File: src/rtl/csr_pkg.sv
// Shared CSR addresses, field positions, response codes and read FSM states
// for the machine-mode CSR register file.
package csr_pkg;

  localparam int DATA_W     = 32;
  localparam int CSR_ADDR_W = 12;

  localparam logic [CSR_ADDR_W-1:0] CSR_MSTATUS   = 12'h300;
  localparam logic [CSR_ADDR_W-1:0] CSR_MISA      = 12'h301;
  localparam logic [CSR_ADDR_W-1:0] CSR_MIE       = 12'h304;
  localparam logic [CSR_ADDR_W-1:0] CSR_MTVEC     = 12'h305;
  localparam logic [CSR_ADDR_W-1:0] CSR_MSCRATCH  = 12'h340;
  localparam logic [CSR_ADDR_W-1:0] CSR_MEPC      = 12'h341;
  localparam logic [CSR_ADDR_W-1:0] CSR_MCAUSE    = 12'h342;
  localparam logic [CSR_ADDR_W-1:0] CSR_MTVAL     = 12'h343;
  localparam logic [CSR_ADDR_W-1:0] CSR_MIP       = 12'h344;
  localparam logic [CSR_ADDR_W-1:0] CSR_MVENDORID = 12'hF11;
  localparam logic [CSR_ADDR_W-1:0] CSR_MARCHID   = 12'hF12;
  localparam logic [CSR_ADDR_W-1:0] CSR_MIMPID    = 12'hF13;
  localparam logic [CSR_ADDR_W-1:0] CSR_MHARTID   = 12'hF14;

  localparam logic [CSR_ADDR_W-1:0] CSR_MCYCLE    = 12'hB00;
  localparam logic [CSR_ADDR_W-1:0] CSR_MINSTRET  = 12'hB02;
  localparam logic [CSR_ADDR_W-1:0] CSR_MCYCLEH   = 12'hB80;
  localparam logic [CSR_ADDR_W-1:0] CSR_MINSTRETH = 12'hB82;
  localparam logic [CSR_ADDR_W-1:0] CSR_CYCLE     = 12'hC00;
  localparam logic [CSR_ADDR_W-1:0] CSR_INSTRET   = 12'hC02;
  localparam logic [CSR_ADDR_W-1:0] CSR_CYCLEH    = 12'hC80;
  localparam logic [CSR_ADDR_W-1:0] CSR_INSTRETH  = 12'hC82;

  localparam int MSTATUS_MIE    = 3;
  localparam int MSTATUS_MPIE   = 7;
  localparam int MSTATUS_MPP_LO = 11;
  localparam int MSTATUS_MPP_HI = 12;

  localparam int MIE_MSIE = 3;
  localparam int MIE_MTIE = 7;
  localparam int MIE_MEIE = 11;
  localparam logic [DATA_W-1:0] MIE_WMASK =
    (32'd1 << MIE_MSIE) | (32'd1 << MIE_MTIE) | (32'd1 << MIE_MEIE);

  localparam int MIP_MTIP = 7;
  localparam int MIP_MEIP = 11;

  localparam logic [1:0] RESP_OKAY   = 2'b00;
  localparam logic [1:0] RESP_SLVERR = 2'b10;

  typedef enum logic {
    RD_IDLE = 1'b0,
    RD_RESP = 1'b1
  } rd_state_e;

endpackage

File: src/rtl/csr_counter64.sv
// 64-bit free-running counter with independently writable halves; a write to
// either half takes priority over the increment on that edge.
module csr_counter64
  import csr_pkg::*;
(
  input  logic              clk,
  input  logic              reset,
  input  logic              inc,
  input  logic              wr_lo,
  input  logic              wr_hi,
  input  logic [DATA_W-1:0] wr_val,
  output logic [63:0]       count
);

  always_ff @(posedge clk or posedge reset) begin
    if (reset) begin
      count <= '0;
    end else if (wr_lo || wr_hi) begin
      if (wr_lo) count[31:0]  <= wr_val;
      if (wr_hi) count[63:32] <= wr_val;
    end else if (inc) begin
      count <= count + 64'd1;
    end
  end

endmodule

File: src/rtl/csr_regfile.sv
// Machine-mode CSR register file: registered AXI4-Lite read port, single-cycle
// write port, trap-state exports. Define CSR_COUNTERS_EN for mcycle/minstret.
module csr_regfile
  import csr_pkg::*;
#(
  parameter logic [DATA_W-1:0] HART_ID  = 32'd0,
  parameter logic [DATA_W-1:0] MISA_VAL = 32'h4000_0100
) (
  input  logic                  clk,
  input  logic                  reset,
  input  logic                  flush,
  input  logic [CSR_ADDR_W-1:0] axil_csr_araddr,
  input  logic                  axil_csr_arvalid,
  output logic                  axil_csr_arready,
  output logic [DATA_W-1:0]     axil_csr_rdata,
  output logic [1:0]            axil_csr_rresp,
  output logic                  axil_csr_rvalid,
  input  logic                  axil_csr_rready,
  input  logic [CSR_ADDR_W-1:0] csr_write_addr,
  input  logic [DATA_W-1:0]     csr_write_val,
  input  logic                  csr_write_valid,
  input  logic                  instret_inc,
  input  logic                  timer_irq,
  input  logic                  ext_irq,
  output logic [DATA_W-1:0]     mtvec_out,
  output logic [DATA_W-1:0]     mepc_out,
  output logic                  mstatus_mie_out,
  output logic [DATA_W-1:0]     mie_out
);

  function automatic logic [DATA_W-1:0] align4(input logic [DATA_W-1:0] v);
    return {v[DATA_W-1:2], 2'b00};
  endfunction

  logic              mstatus_mie_q;
  logic              mstatus_mpie_q;
  logic [DATA_W-1:0] mie_q;
  logic [DATA_W-1:0] mtvec_q;
  logic [DATA_W-1:0] mscratch_q;
  logic [DATA_W-1:0] mepc_q;
  logic [DATA_W-1:0] mcause_q;
  logic [DATA_W-1:0] mtval_q;

  always_ff @(posedge clk or posedge reset) begin
    if (reset) begin
      mstatus_mie_q  <= 1'b0;
      mstatus_mpie_q <= 1'b0;
      mie_q          <= '0;
      mtvec_q        <= '0;
      mscratch_q     <= '0;
      mepc_q         <= '0;
      mcause_q       <= '0;
      mtval_q        <= '0;
    end else if (csr_write_valid) begin
      case (csr_write_addr)
        CSR_MSTATUS: begin
          mstatus_mie_q  <= csr_write_val[MSTATUS_MIE];
          mstatus_mpie_q <= csr_write_val[MSTATUS_MPIE];
        end
        CSR_MIE:      mie_q      <= csr_write_val & MIE_WMASK;
        CSR_MTVEC:    mtvec_q    <= align4(csr_write_val);
        CSR_MSCRATCH: mscratch_q <= csr_write_val;
        CSR_MEPC:     mepc_q     <= align4(csr_write_val);
        CSR_MCAUSE:   mcause_q   <= csr_write_val;
        CSR_MTVAL:    mtval_q    <= csr_write_val;
        default: ;
      endcase
    end
  end

  assign mtvec_out       = mtvec_q;
  assign mepc_out        = mepc_q;
  assign mstatus_mie_out = mstatus_mie_q;
  assign mie_out         = mie_q;

`ifdef CSR_COUNTERS_EN
  logic [63:0] mcycle;
  logic [63:0] minstret;

  csr_counter64 u_mcycle (
    .clk    (clk),
    .reset  (reset),
    .inc    (1'b1),
    .wr_lo  (csr_write_valid && (csr_write_addr == CSR_MCYCLE)),
    .wr_hi  (csr_write_valid && (csr_write_addr == CSR_MCYCLEH)),
    .wr_val (csr_write_val),
    .count  (mcycle)
  );

  csr_counter64 u_minstret (
    .clk    (clk),
    .reset  (reset),
    .inc    (instret_inc),
    .wr_lo  (csr_write_valid && (csr_write_addr == CSR_MINSTRET)),
    .wr_hi  (csr_write_valid && (csr_write_addr == CSR_MINSTRETH)),
    .wr_val (csr_write_val),
    .count  (minstret)
  );
`else
  logic unused_instret;
  assign unused_instret = instret_inc;
`endif

  logic [DATA_W-1:0] mstatus_rd;
  logic [DATA_W-1:0] mip_rd;
  logic [DATA_W-1:0] rd_data_c;
  logic [1:0]        rd_resp_c;

  always_comb begin
    mstatus_rd                              = '0;
    mstatus_rd[MSTATUS_MIE]                 = mstatus_mie_q;
    mstatus_rd[MSTATUS_MPIE]                = mstatus_mpie_q;
    mstatus_rd[MSTATUS_MPP_HI:MSTATUS_MPP_LO] = 2'b11;
    mip_rd                                  = '0;
    mip_rd[MIP_MTIP]                        = timer_irq;
    mip_rd[MIP_MEIP]                        = ext_irq;
  end

  always_comb begin
    rd_data_c = '0;
    rd_resp_c = RESP_OKAY;
    case (axil_csr_araddr)
      CSR_MSTATUS:   rd_data_c = mstatus_rd;
      CSR_MISA:      rd_data_c = MISA_VAL;
      CSR_MIE:       rd_data_c = mie_q;
      CSR_MTVEC:     rd_data_c = mtvec_q;
      CSR_MSCRATCH:  rd_data_c = mscratch_q;
      CSR_MEPC:      rd_data_c = mepc_q;
      CSR_MCAUSE:    rd_data_c = mcause_q;
      CSR_MTVAL:     rd_data_c = mtval_q;
      CSR_MIP:       rd_data_c = mip_rd;
      CSR_MVENDORID,
      CSR_MARCHID,
      CSR_MIMPID:    rd_data_c = '0;
      CSR_MHARTID:   rd_data_c = HART_ID;
`ifdef CSR_COUNTERS_EN
      CSR_MCYCLE,   CSR_CYCLE:    rd_data_c = mcycle[31:0];
      CSR_MCYCLEH,  CSR_CYCLEH:   rd_data_c = mcycle[63:32];
      CSR_MINSTRET, CSR_INSTRET:  rd_data_c = minstret[31:0];
      CSR_MINSTRETH, CSR_INSTRETH: rd_data_c = minstret[63:32];
`endif
      default:       rd_resp_c = RESP_SLVERR;
    endcase
  end

  // Stage p1: response registered at the accept edge, held until rready
  rd_state_e         state_q;
  rd_state_e         state_d;
  logic              accept;
  logic [DATA_W-1:0] rdata_p1;
  logic [1:0]        rresp_p1;

  always_ff @(posedge clk or posedge reset) begin
    if (reset) begin
      state_q  <= RD_IDLE;
      rdata_p1 <= '0;
      rresp_p1 <= RESP_OKAY;
    end else begin
      state_q <= state_d;
      if (accept) begin
        rdata_p1 <= rd_data_c;
        rresp_p1 <= rd_resp_c;
      end
    end
  end

  always_comb begin
    state_d          = state_q;
    accept           = 1'b0;
    axil_csr_arready = 1'b0;
    axil_csr_rvalid  = 1'b0;
    case (state_q)
      RD_IDLE: begin
        axil_csr_arready = 1'b1;
        if (axil_csr_arvalid && !flush) begin
          accept  = 1'b1;
          state_d = RD_RESP;
        end
      end
      RD_RESP: begin
        axil_csr_rvalid = 1'b1;
        if (flush || axil_csr_rready) state_d = RD_IDLE;
      end
      default: state_d = RD_IDLE;
    endcase
  end

  assign axil_csr_rdata = rdata_p1;
  assign axil_csr_rresp = rresp_p1;

endmodule
File: config.mk
export PLATFORM = sky130hd
export DESIGN_NAME = csr_regfile
export DESIGN_NICKNAME = d
export VERILOG_FILES = /design/src/rtl/csr_pkg.sv /design/src/rtl/csr_counter64.sv /design/src/rtl/csr_regfile.sv
export SDC_FILE = /design/constraint.sdc
export NUM_CORES = 1
export LEC_CHECK = 0
export ABC_AREA = 0
export CELL_PAD_IN_SITES_DETAIL_PLACEMENT = 1
export CELL_PAD_IN_SITES_GLOBAL_PLACEMENT = 2
export CORE_AREA = 3 3 176 178
export CTS_BUF_LIST = sky130_fd_sc_hd__clkbuf_16
export DETAILED_ROUTE_END_ITERATION = 8
export DIE_AREA = 0 0 179 181
export GPL_ROUTABILITY_DRIVEN = 0
export PLACE_DENSITY = 0.84
export SLEW_MARGIN = 20
export SYNTH_ARGS = -nofsm -noshare
export SYNTH_HDL_FRONTEND = slang
export SYNTH_HIERARCHICAL = 1
export SYNTH_SLANG_ARGS = --single-unit
export TNS_END_PERCENT = 1
File: constraint.sdc
create_clock -name clk -period 7.7 [get_ports clk]
set_input_delay 2.31 -clock clk [delete_from_list [all_inputs] [get_ports clk]]
set_output_delay 2.31 -clock clk [all_outputs]
set_load 0.02 [all_outputs]
==> run metrics, run 1 <==
result of the run completed; largest family of logic cells by synthesized area multiplexers; Peak supply drop 0.0001383 V; die area around 32000 sq um; adder-cell share of the synthesized area 0; CTS buffer count 17; Inst Count DP 1224; beginning of the worst register-to-register path state_q; path type of the worst setup path in -> reg; final clock skew approximately 0.013 ns; Sequential Power Share 0.480; source-to-sink clock delay at the later pin of the worst-skew pair 0.43 ns; delay contributed by the slowest stage of the critical path 0.74 ns; number of setup violations in the final report 0; Int Pwr 1.614 mW; hold-fix buffer count after cts 0; post-route cell area 11290 sq um; average vias per placed instance 4.875; total design power roughly 2.2 mW; synthesized area per cell about 12 sq um; Die W 179 um; worst slack at placement 2.412 ns; count of state elements after synthesis around 200; combinational share of power 0.108; number of slew-limit violations in the final report 0; Pleak 5.178 nW; Hold WC Path Type reg -> reg; dominant register cell in the synthesized netlist sky130_fd_sc_hd__dfrtp_1; count of endpoints failing hold in the final timing report 0; share of flip-flops with an asynchronous set or reset after synthesis 1.000; type of element capturing the critical path register; count of cell types in the netlist 44; proportion of synthesized area in mux cells 0.2457; H-Tree Depth 4; number of input and output port buffers inserted 162; final hold slack around 0.47 ns; pin slew with the least headroom to its limit ~1.0 ns; final WL around 26000 um; Final period util 0.6252; number of design rule violations left after detail routing 0; count of yosys warnings during synthesis 6; highest achievable clock rate 207.7 MHz; starting density of the core 0.2993; number of nets in the layout 918; pin count of the biggest net entering global routing 101; Post CTS Setup Buffer Count 0; Synth Area in Simple Gates 0.06337; clock root buffer sky130_fd_sc_hd__clkbuf_16; worst-case clock buffer depth 2; reg-to-reg slack, setup ~5.6 ns; Critical Path RT 8.05 ns; combined area of all synthesized cells 8846 sq um; list of most frequent post-synthesis cells 195 x sky130_fd_sc_hd__dfrtp_1, 161 x sky130_fd_sc_hd__mux2_2, 53 x sky130_fd_sc_hd__a21oi_1; largest driver fanout on the critical path 15; cell-by-cell trace of the critical path clkdlybuf4s50_1, nor4_1, and3b_1, and3_1, buf_4, a21oi_1, a21oi_1; fraction of synthesized cell area taken by the top area cell type 0.5516; number of vias after detailed routing 6118; area growth from synthesis to final layout 27.64%; average detailed-routed wire length per instance 20.40 um; max-cap violation count 0; Psw 0.6078 mW; number of enable-type register cells in the synthesized netlist 0; Max stage delay cell, worst path sky130_fd_sc_hd__nor4_1; die height 181 um; Register-to-Register Path Depth 4; data arrival time of the critical path 5.16 ns; share of the synthesized netlist area taken by xor and xnor gates 0.0009901; clock tree from TritonCTS built; Reg-to-Reg End axil_csr_rdata[8]; antenna violations before repair 1; share of total power consumed by net switching 0.2736; Gate Count Post-Synth 709; count of boundary I/O pins 198; post-route worst setup slack 2.886 ns; fraction of the yosys area taken by sequential cells 0.5516; Rel. slew slack 0.3063; Setup crit start axil_csr_araddr[5]; remaining number of nets flagged by the antenna check after routing 0; Area contributors post-synth sky130_fd_sc_hd__dfrtp_1 55%, sky130_fd_sc_hd__mux2_2 20%, sky130_fd_sc_hd__buf_4 3.1%; fraction of final layout cells sized beyond drive strength 1 0.2497; dpl cell area around 11000 sq um; Critical Path Most Common Cell sky130_fd_sc_hd__a21oi_1; total congestion overflow 0; number of DRC markers after the initial detailed-route iteration 219; DRT Pass-1 Iters 4; number of global-route vias before repair 6503; PD cells 196.8 nW/um^2; largest area contributor in the netlist sky130_fd_sc_hd__dfrtp_1; post-synthesis compound-gate area fraction 0.08373; Resized Gates After CTS 0; number of non-filler instances in the completed layout ~1.3k; Sum Neg Setup Slack 0 ns; Worst Hold Endpoint axil_csr_rdata[0]; Cell Rows 63; diode count 0; kind of start point of the critical path primary input; placed wire-length estimate after detailed placement 15960 um; core outline area slightly below 30000 sq um; first-pass GRT wire length 39160 um; clock-pin slew of the registers on the worst-case setup and hold paths 0.07 ns; final cell utilization of the core 0.3820; clock period minus final worst setup slack 4.814 ns; setup repair after global routing missed its margin false; CTS Sinks between 150 and 200; portion of total power attributed to the clock network 0.412; global-route total usage across every layer 0.1591; min-delay src axil_csr_rdata[0]; most common cell in the netlist sky130_fd_sc_hd__dfrtp_1; number of stages on the worst hold path 2
[how the worst max path moves through the flow]
stage | slack, ns | cells past startpoint | end
2_1_floorplan | 0.08 | 1 | axil_csr_rdata[0]
3_3_place_gp | 2.38 | 7 | axil_csr_rdata[31]
3_5_place_dp | 2.41 | 7 | axil_csr_rdata[31]
4_1_cts | 2.83 | 7 | axil_csr_rdata[31]
5_1_grt | 2.73 | 7 | axil_csr_rdata[31]
6_report | 2.89 | 7 | axil_csr_rdata[29]
[power by group through the flow]
stage                     combinational, mW  sequential (mW)  clock [mW]
after floorplan                      0.0955             1.12           0
after global placement                0.241             1.09           0
after detailed placement              0.243             1.09           0
after CTS                             0.244             1.07       0.947
after global routing                  0.260             1.07       0.987
final                                 0.240             1.07       0.914
[metal layers]
metal	global-route usage	vias to the layer above	wire, um
met5	0	-	20
met4	0.02774	2	170
met3	0.03237	12	1024
met2	0.2732	134	12830
met1	0.2096	3206	11550
li1	-	2764	-
[registers in the layout, summed over array words and instances, names as in the netlist]
signal	flops
axil_csr_rdata	32
mcause_q	32
mscratch_q	32
mtval_q	32
mepc_out	30
mtvec_out	30
mie_out	3
axil_csr_rresp	1
mstatus_mie_out	1
mstatus_mpie_q	1
state_q	1
[placed cells by master (no fill, tap or decap), types with 3 or more instances in the layout]
master / instances
sky130_fd_sc_hd__a22oi_1: 25
sky130_fd_sc_hd__a22o_1: 3
sky130_fd_sc_hd__conb_1: 34
sky130_fd_sc_hd__buf_4: 8
sky130_fd_sc_hd__nand3_1: 7
sky130_fd_sc_hd__nor2_1: 33
sky130_fd_sc_hd__nand2_1: 39
sky130_fd_sc_hd__nand4b_1: 4
sky130_fd_sc_hd__clkdlybuf4s50_1: 160
sky130_fd_sc_hd__nand2b_1: 3
sky130_fd_sc_hd__inv_8: 6
sky130_fd_sc_hd__mux2_2: 161
sky130_fd_sc_hd__a21oi_1: 53
sky130_fd_sc_hd__dfrtp_1: 195
sky130_fd_sc_hd__nor2b_1: 3
sky130_fd_sc_hd__clkbuf_16: 17
sky130_fd_sc_hd__mux2_1: 4
sky130_fd_sc_hd__mux2i_1: 27
sky130_fd_sc_hd__o21ai_0: 32
[area by class of cell]
cell class	instances	area, sq um
Inverter	3	18.77
Sequential cell	195	4880
Multi-Input combinational cell	466	3638
Clock buffer	17	425.4
Timing Repair Buffer	170	1672
Clock inverter	14	168.9
Fill cell	3147	18270
Tap cell	390	488.0
[worst max-delay path: cells and delay by family]
| kind | cells | cell delay [ns] |
|---|---|---|
| AO/OA/AOI/OAI | 2 | 0.31 |
| buffers and inverters | 2 | 0.81 |
| AND/OR/NAND/NOR | 3 | 1.72 |
[logic make-up after synthesis]
family / Yosys count
simple gates: 112
buf+inv: 81
other cells: 1
compound gates: 125
flops: 195
mux: 194
xor+xnor: 1
Power figures use the tool's default switching activity.
==> run 2: changes to the inputs <==
--- a/config.mk
+++ b/config.mk
@@ -8,12 +8,12 @@
 export ABC_AREA = 0
 export CELL_PAD_IN_SITES_DETAIL_PLACEMENT = 1
 export CELL_PAD_IN_SITES_GLOBAL_PLACEMENT = 2
-export CORE_AREA = 3 3 176 178
+export CORE_AREA = 3 3 168 170
 export CTS_BUF_LIST = sky130_fd_sc_hd__clkbuf_16
 export DETAILED_ROUTE_END_ITERATION = 8
-export DIE_AREA = 0 0 179 181
+export DIE_AREA = 0 0 171 173
 export GPL_ROUTABILITY_DRIVEN = 0
-export PLACE_DENSITY = 0.84
+export PLACE_DENSITY = 0.88
 export SLEW_MARGIN = 20
 export SYNTH_ARGS = -nofsm -noshare
 export SYNTH_HDL_FRONTEND = slang
==> constraint.sdc (replaced) <==
create_clock -name clk -period 4.8 [get_ports clk]
set_input_delay 1.44 -clock clk [delete_from_list [all_inputs] [get_ports clk]]
set_output_delay 1.44 -clock clk [all_outputs]
set_load 0.02 [all_outputs]
==> run metrics, run 2 (synthesis gave the netlist of run 1 again) <==
Final period util 0.7550; fraction of final layout cells sized beyond drive strength 1 0.2594; global routing usage on met1 0.2331; antenna violations before repair 2; setup repair after global routing missed its margin false; clock root buffer sky130_fd_sc_hd__clkbuf_16; number of global-route vias before repair 6821; most common cell after layout, fill and taps aside sky130_fd_sc_hd__dfrtp_1; core outline area about 27000 sq um; Worst Hold Endpoint axil_csr_rdata[0]; final clock skew 0.009784 ns; delay contributed by the slowest stage of the critical path 0.61 ns; highest achievable clock rate 275.9 MHz; die area 29580 sq um; pin slew with the least headroom to its limit 0.8694 ns; final WL 25710 um; reg-to-reg slack, setup between 2 and 3 ns; clock period minus final worst setup slack around 3.6 ns; total congestion overflow 0; global-route total usage across every layer 0.1758; Die W 171 um; PD cells 321.8 nW/um^2; Resized Gates After CTS 0; average vias per placed instance 5.147; hold-fix buffer count after cts 0; diode count 0; Max stage delay cell, worst path sky130_fd_sc_hd__and3_2; first-pass GRT wire length 40520 um; count of boundary I/O pins 198; met2 routing resource usage after global routing 0.2951; beginning of the worst register-to-register path state_q; Critical Path RT between 5 and 6 ns; type of element capturing the critical path register; Register-to-Register Path Depth 5; number of slew-limit violations in the final report 0; Pleak around 5.3 nW; die height about 170 um; result of the run completed; Post CTS Setup Buffer Count 0; data arrival time of the critical path 3.94 ns; post-route cell area 11430 sq um; CTS buffer count 17; cell-by-cell trace of the critical path clkdlybuf4s50_1, nor4bb_1, nand4b_1, nor3b_1, and3_2, buf_12, mux2_2; final hold slack around 0.48 ns; max-cap violation count 0; Rel. slew slack 0.4204; source-to-sink clock delay at the later pin of the worst-skew pair 0.43 ns; number of DRC markers after the initial detailed-route iteration 317; number of design rule violations left after detail routing 0; DRT Pass-1 Iters 4; clock-pin slew of the registers on the worst-case setup and hold paths 0.08 ns; area growth from synthesis to final layout 29.21%; largest driver fanout on the critical path 17; pin count of the biggest net entering global routing 102; family with the most delay on the worst path simple AND/OR/NAND/NOR gates; Hold WC Path Type reg -> reg; Setup crit start csr_write_addr[9]; placed wire-length estimate after detailed placement 16680 um; clock tree from TritonCTS built; kind of start point of the critical path primary input; Inst Count DP 1184; number of nets in the layout 927; Peak supply drop between 0.00015 and 0.0002 V; CTS Sinks between 150 and 200; Layout fillers 2821; average detailed-routed wire length per instance 21.14 um; Reg-to-Reg End axil_csr_rdata[23]; H-Tree Depth 4; number of stages on the worst hold path 2; dpl cell area approximately 11000 sq um; number of vias after detailed routing 6259; critical path buffer and inverter count 2; Cell Rows 60; highest-count cells in the layout ignoring fill and taps 195 x sky130_fd_sc_hd__dfrtp_1, 161 x sky130_fd_sc_hd__mux2_2, 160 x sky130_fd_sc_hd__clkdlybuf4s50_1, 53 x sky130_fd_sc_hd__a21oi_1, 39 x sky130_fd_sc_hd__nand2_1; number of non-filler instances in the completed layout about 1.2k; path type of the worst setup path in -> reg; gr busiest metal met2; critical path depth 7; number of setup violations in the final report 0; worst-case clock buffer depth 2; count of endpoints failing hold in the final timing report 0; Sum Neg Setup Slack 0 ns; met3 routing resource usage after global routing 0.03772; min-delay src axil_csr_rdata[0]; number of input and output port buffers inserted roughly 160; remaining number of nets flagged by the antenna check after routing 0; starting density of the core 0.3291
==> run 2: changes by cell type in the layout (fill, tap and decap cells not counted), moves of 3 or more <==
cell | previous run | this run
sky130_fd_sc_hd__buf_12 | 0 | 5
sky130_fd_sc_hd__buf_4 | 8 | 12
sky130_fd_sc_hd__clkinv_8 | 2 | 5
sky130_fd_sc_hd__inv_12 | 0 | 3
sky130_fd_sc_hd__inv_8 | 6 | 3
==> run 2: how the worst max path moves through the flow <==
stage | to | slack [ns]
2_1_floorplan | axil_csr_rdata[0] | 0.84
3_3_place_gp | mtval_q[16] | 0.76
3_5_place_dp | mtval_q[31] | 0.70
4_1_cts | mtval_q[18] | 1.18
5_1_grt | mtval_q[28] | 1.01
6_report | mtval_q[18] | 1.18
==> run 2: where the power goes <==
part           switching (mW)  internal [mW]  leakage, nW  total [mW]
Combinational           0.228          0.160         2.28       0.388
Sequential             0.0275           1.69         2.67        1.71
Clock                   0.752          0.825        0.321        1.58
Total                    1.01           2.67         5.27        3.68
==> run 2: worst min-delay path: cells and delay by family (launching register included) <==
kind	cells	cell delay, ns
simple gates	2	0.10
flops	1	0.35
==> run 2: metal layers <==
metal | vias up | share of wire | wire, um
li1 | 2781 | - | -
met1 | 3313 | 0.44 | 11430
met2 | 135 | 0.50 | 12840
met3 | 26 | 0.041 | 1048
met4 | 4 | 0.015 | 374
met5 | - | 0.00058 | 15
==> run 2: through the flow <==
stage	utilization	total power, mW	worst slack [ns]
after floorplan	-	1.946	0.8416
after global placement	0.4005	2.131	0.7600
after detailed placement	0.4005	2.138	0.6998
after CTS	0.4253	3.734	1.181
after global routing	0.4253	3.842	1.009
final	0.4253	3.678	1.176
==> run 2: final cells by class <==
| cell class | instances | area (sq um) | area share |
|---|---|---|---|
| flip-flops and latches | 195 | 4880 | 0.4269 |
| multi-input cells | 466 | 3640 | 0.3184 |
| repair buffers | 179 | 1802 | 0.1576 |
| well taps | 341 | 426.7 | 0.03733 |
| clock buffers | 17 | 425.4 | 0.03722 |
| clock inverters | 15 | 241.5 | 0.02113 |
| inverters | 3 | 15.01 | 0.001314 |
==> run 3: changes to the inputs <==
==> constraint.sdc (replaced) <==
create_clock -name clk -period 3.66 [get_ports clk]
set_input_delay 1.098 -clock clk [delete_from_list [all_inputs] [get_ports clk]]
set_output_delay 1.098 -clock clk [all_outputs]
set_load 0.02 [all_outputs]
==> run metrics, run 3 (synthesis gave the netlist of run 1 again) <==
max-cap violation count 0; die area about 30000 sq um; number of input and output port buffers inserted 162; met3 routing resource usage after global routing 0.03315; source-to-sink clock delay at the later pin of the worst-skew pair 0.44 ns; clock tree from TritonCTS built; count of boundary I/O pins 198; fraction of final layout cells sized beyond drive strength 1 0.2628; data arrival time of the critical path about 3.4 ns; pin count of the biggest net entering global routing 103; Die W 171 um; CP Capture Point mepc_out[20]; global routing usage on met1 0.2282; total congestion overflow 0; Sum Neg Setup Slack 0 ns; gr busiest metal met2; delay contributed by the slowest stage of the critical path 0.47 ns; highest-count cells in the layout ignoring fill and taps 195 x sky130_fd_sc_hd__dfrtp_1, 161 x sky130_fd_sc_hd__mux2_2, 160 x sky130_fd_sc_hd__clkdlybuf4s50_1, 53 x sky130_fd_sc_hd__a21oi_1, 39 x sky130_fd_sc_hd__nand2_1; number of setup violations in the final report 0; number of nets in the layout around 930; Reg-to-Reg End axil_csr_rdata[10]; Pleak 5.286 nW; Register-to-Register Path Depth 5; Critical Path RT 3.98 ns; Max stage delay cell, worst path sky130_fd_sc_hd__or3b_4; number of design rule violations left after detail routing 0; hold-fix buffer count after cts 0; starting density of the core 0.3291; average detailed-routed wire length per instance 20.68 um; largest driver fanout on the critical path 30; count of endpoints failing hold in the final timing report 0; diode count 0; most common cell after layout, fill and taps aside sky130_fd_sc_hd__dfrtp_1; number of DRC markers after the initial detailed-route iteration 394; CTS Sinks 195; Rel. slew slack 0.5383; met2 routing resource usage after global routing 0.2923; clock-pin slew of the registers on the worst-case setup and hold paths 0.08 ns; worst-case clock buffer depth 2; reg-to-reg slack, setup 1.95 ns; Hold WC Path Type reg -> reg; global-route total usage across every layer 0.1713; remaining number of nets flagged by the antenna check after routing 0; average vias per placed instance between 5 and 6; Cell Rows 60; Resized Gates After CTS 0; placed wire-length estimate after detailed placement 16720 um; Peak supply drop between 0.0002 and 0.0003 V; area growth from synthesis to final layout 29.69%; result of the run completed; cell-by-cell trace of the critical path clkdlybuf4s50_1, nor4bb_1, nand4b_1, or3b_4, nor3b_4, buf_12, mux2_2; setup repair after global routing missed its margin false; CTS buffer count 17; DRT Pass-1 Iters 4; number of vias after detailed routing 6200; clock root buffer sky130_fd_sc_hd__clkbuf_16; final cell utilization of the core 0.4269; number of slew-limit violations in the final report 0; PD cells roughly 400 nW/um^2; beginning of the worst register-to-register path state_q; highest achievable clock rate 322.8 MHz; Final period util 0.8464; die height about 170 um; core outline area 26880 sq um; antenna violations before repair 0; first-pass GRT wire length 39270 um; number of stages on the worst hold path 2; Setup crit start csr_write_addr[9]; final clock skew 0.01575 ns; kind of start point of the critical path primary input; path type of the worst setup path in -> reg; number of global-route vias before repair 6758; clock period minus final worst setup slack 3.098 ns; H-Tree Depth 4; type of element capturing the critical path register; pin slew with the least headroom to its limit 0.6926 ns; final WL about 25000 um; Post CTS Setup Buffer Count 0
-- run 3: cell count changes in the layout (fill, tap and decap cells not counted) --
cell                        previous run  this run
sky130_fd_sc_hd__buf_12                5        10
sky130_fd_sc_hd__inv_6                 1         0
sky130_fd_sc_hd__inv_8                 3         6
sky130_fd_sc_hd__bufinv_16             2         0
sky130_fd_sc_hd__clkinv_4              1         3
sky130_fd_sc_hd__buf_4                12        11
sky130_fd_sc_hd__clkinv_8              5         3
-- run 3: power by group --
group	total [mW]	leakage [nW]	internal (mW)	switching, mW
registers	2.25	2.67	2.21	0.0414
logic	0.510	2.32	0.213	0.296
clock network	1.93	0.301	0.947	0.987
total	4.70	5.29	3.37	1.32
-- run 3: worst min-delay path by stage --
| stage | from | end | slack [ns] |
|---|---|---|---|
| after global routing | mscratch_q[18] | mscratch_q[18] | 0.52 |
| after CTS | axil_csr_rdata[12] | axil_csr_rdata[12] | 0.50 |
| after floorplan | mtval_q[0] | mtval_q[0] | 0.45 |
| final | axil_csr_rdata[12] | axil_csr_rdata[12] | 0.49 |
| after global placement | mtval_q[1] | mtval_q[1] | 0.46 |
| after detailed placement | mtval_q[0] | mtval_q[0] | 0.47 |
-- run 3: metrics by stage --
step	total power [mW]	std cells	setup WS (ns)	hold WS [ns]	cell area [sq um]
floorplan	2.553	742	0.04360	0.4522	8974
global placement	2.802	1188	0.1797	0.4631	10860
detailed placement	2.811	1188	0.09280	0.4747	10860
CTS	4.766	1220	0.5593	0.4976	11470
global route	4.894	1220	0.4650	0.5173	11470
finish	4.696	1220	0.5621	0.4890	11470
-- run 3: final cells by class --
cell class                 instances  area [sq um]
multi-input combinational        466          3640
clock inverter                    15         191.4
fill                            2825         15400
inverter                           3         15.01
timing repair buffer             183          1894
tap                              341         426.7
clock buffer                      17         425.4
sequential                       195          4880
-- run 3: critical path: cells and delay by family --
family / cells / cell delay [ns]
buf+inv: 2 / 0.72
simple gates: 4 / 1.21
mux: 1 / 0.37
-- run 3: routing by layer --
layer	up-vias	routed length [um]
li1	2789	-
met1	3256	11480
met2	139	12600
met3	16	953
met4	0	200
met5	-	0
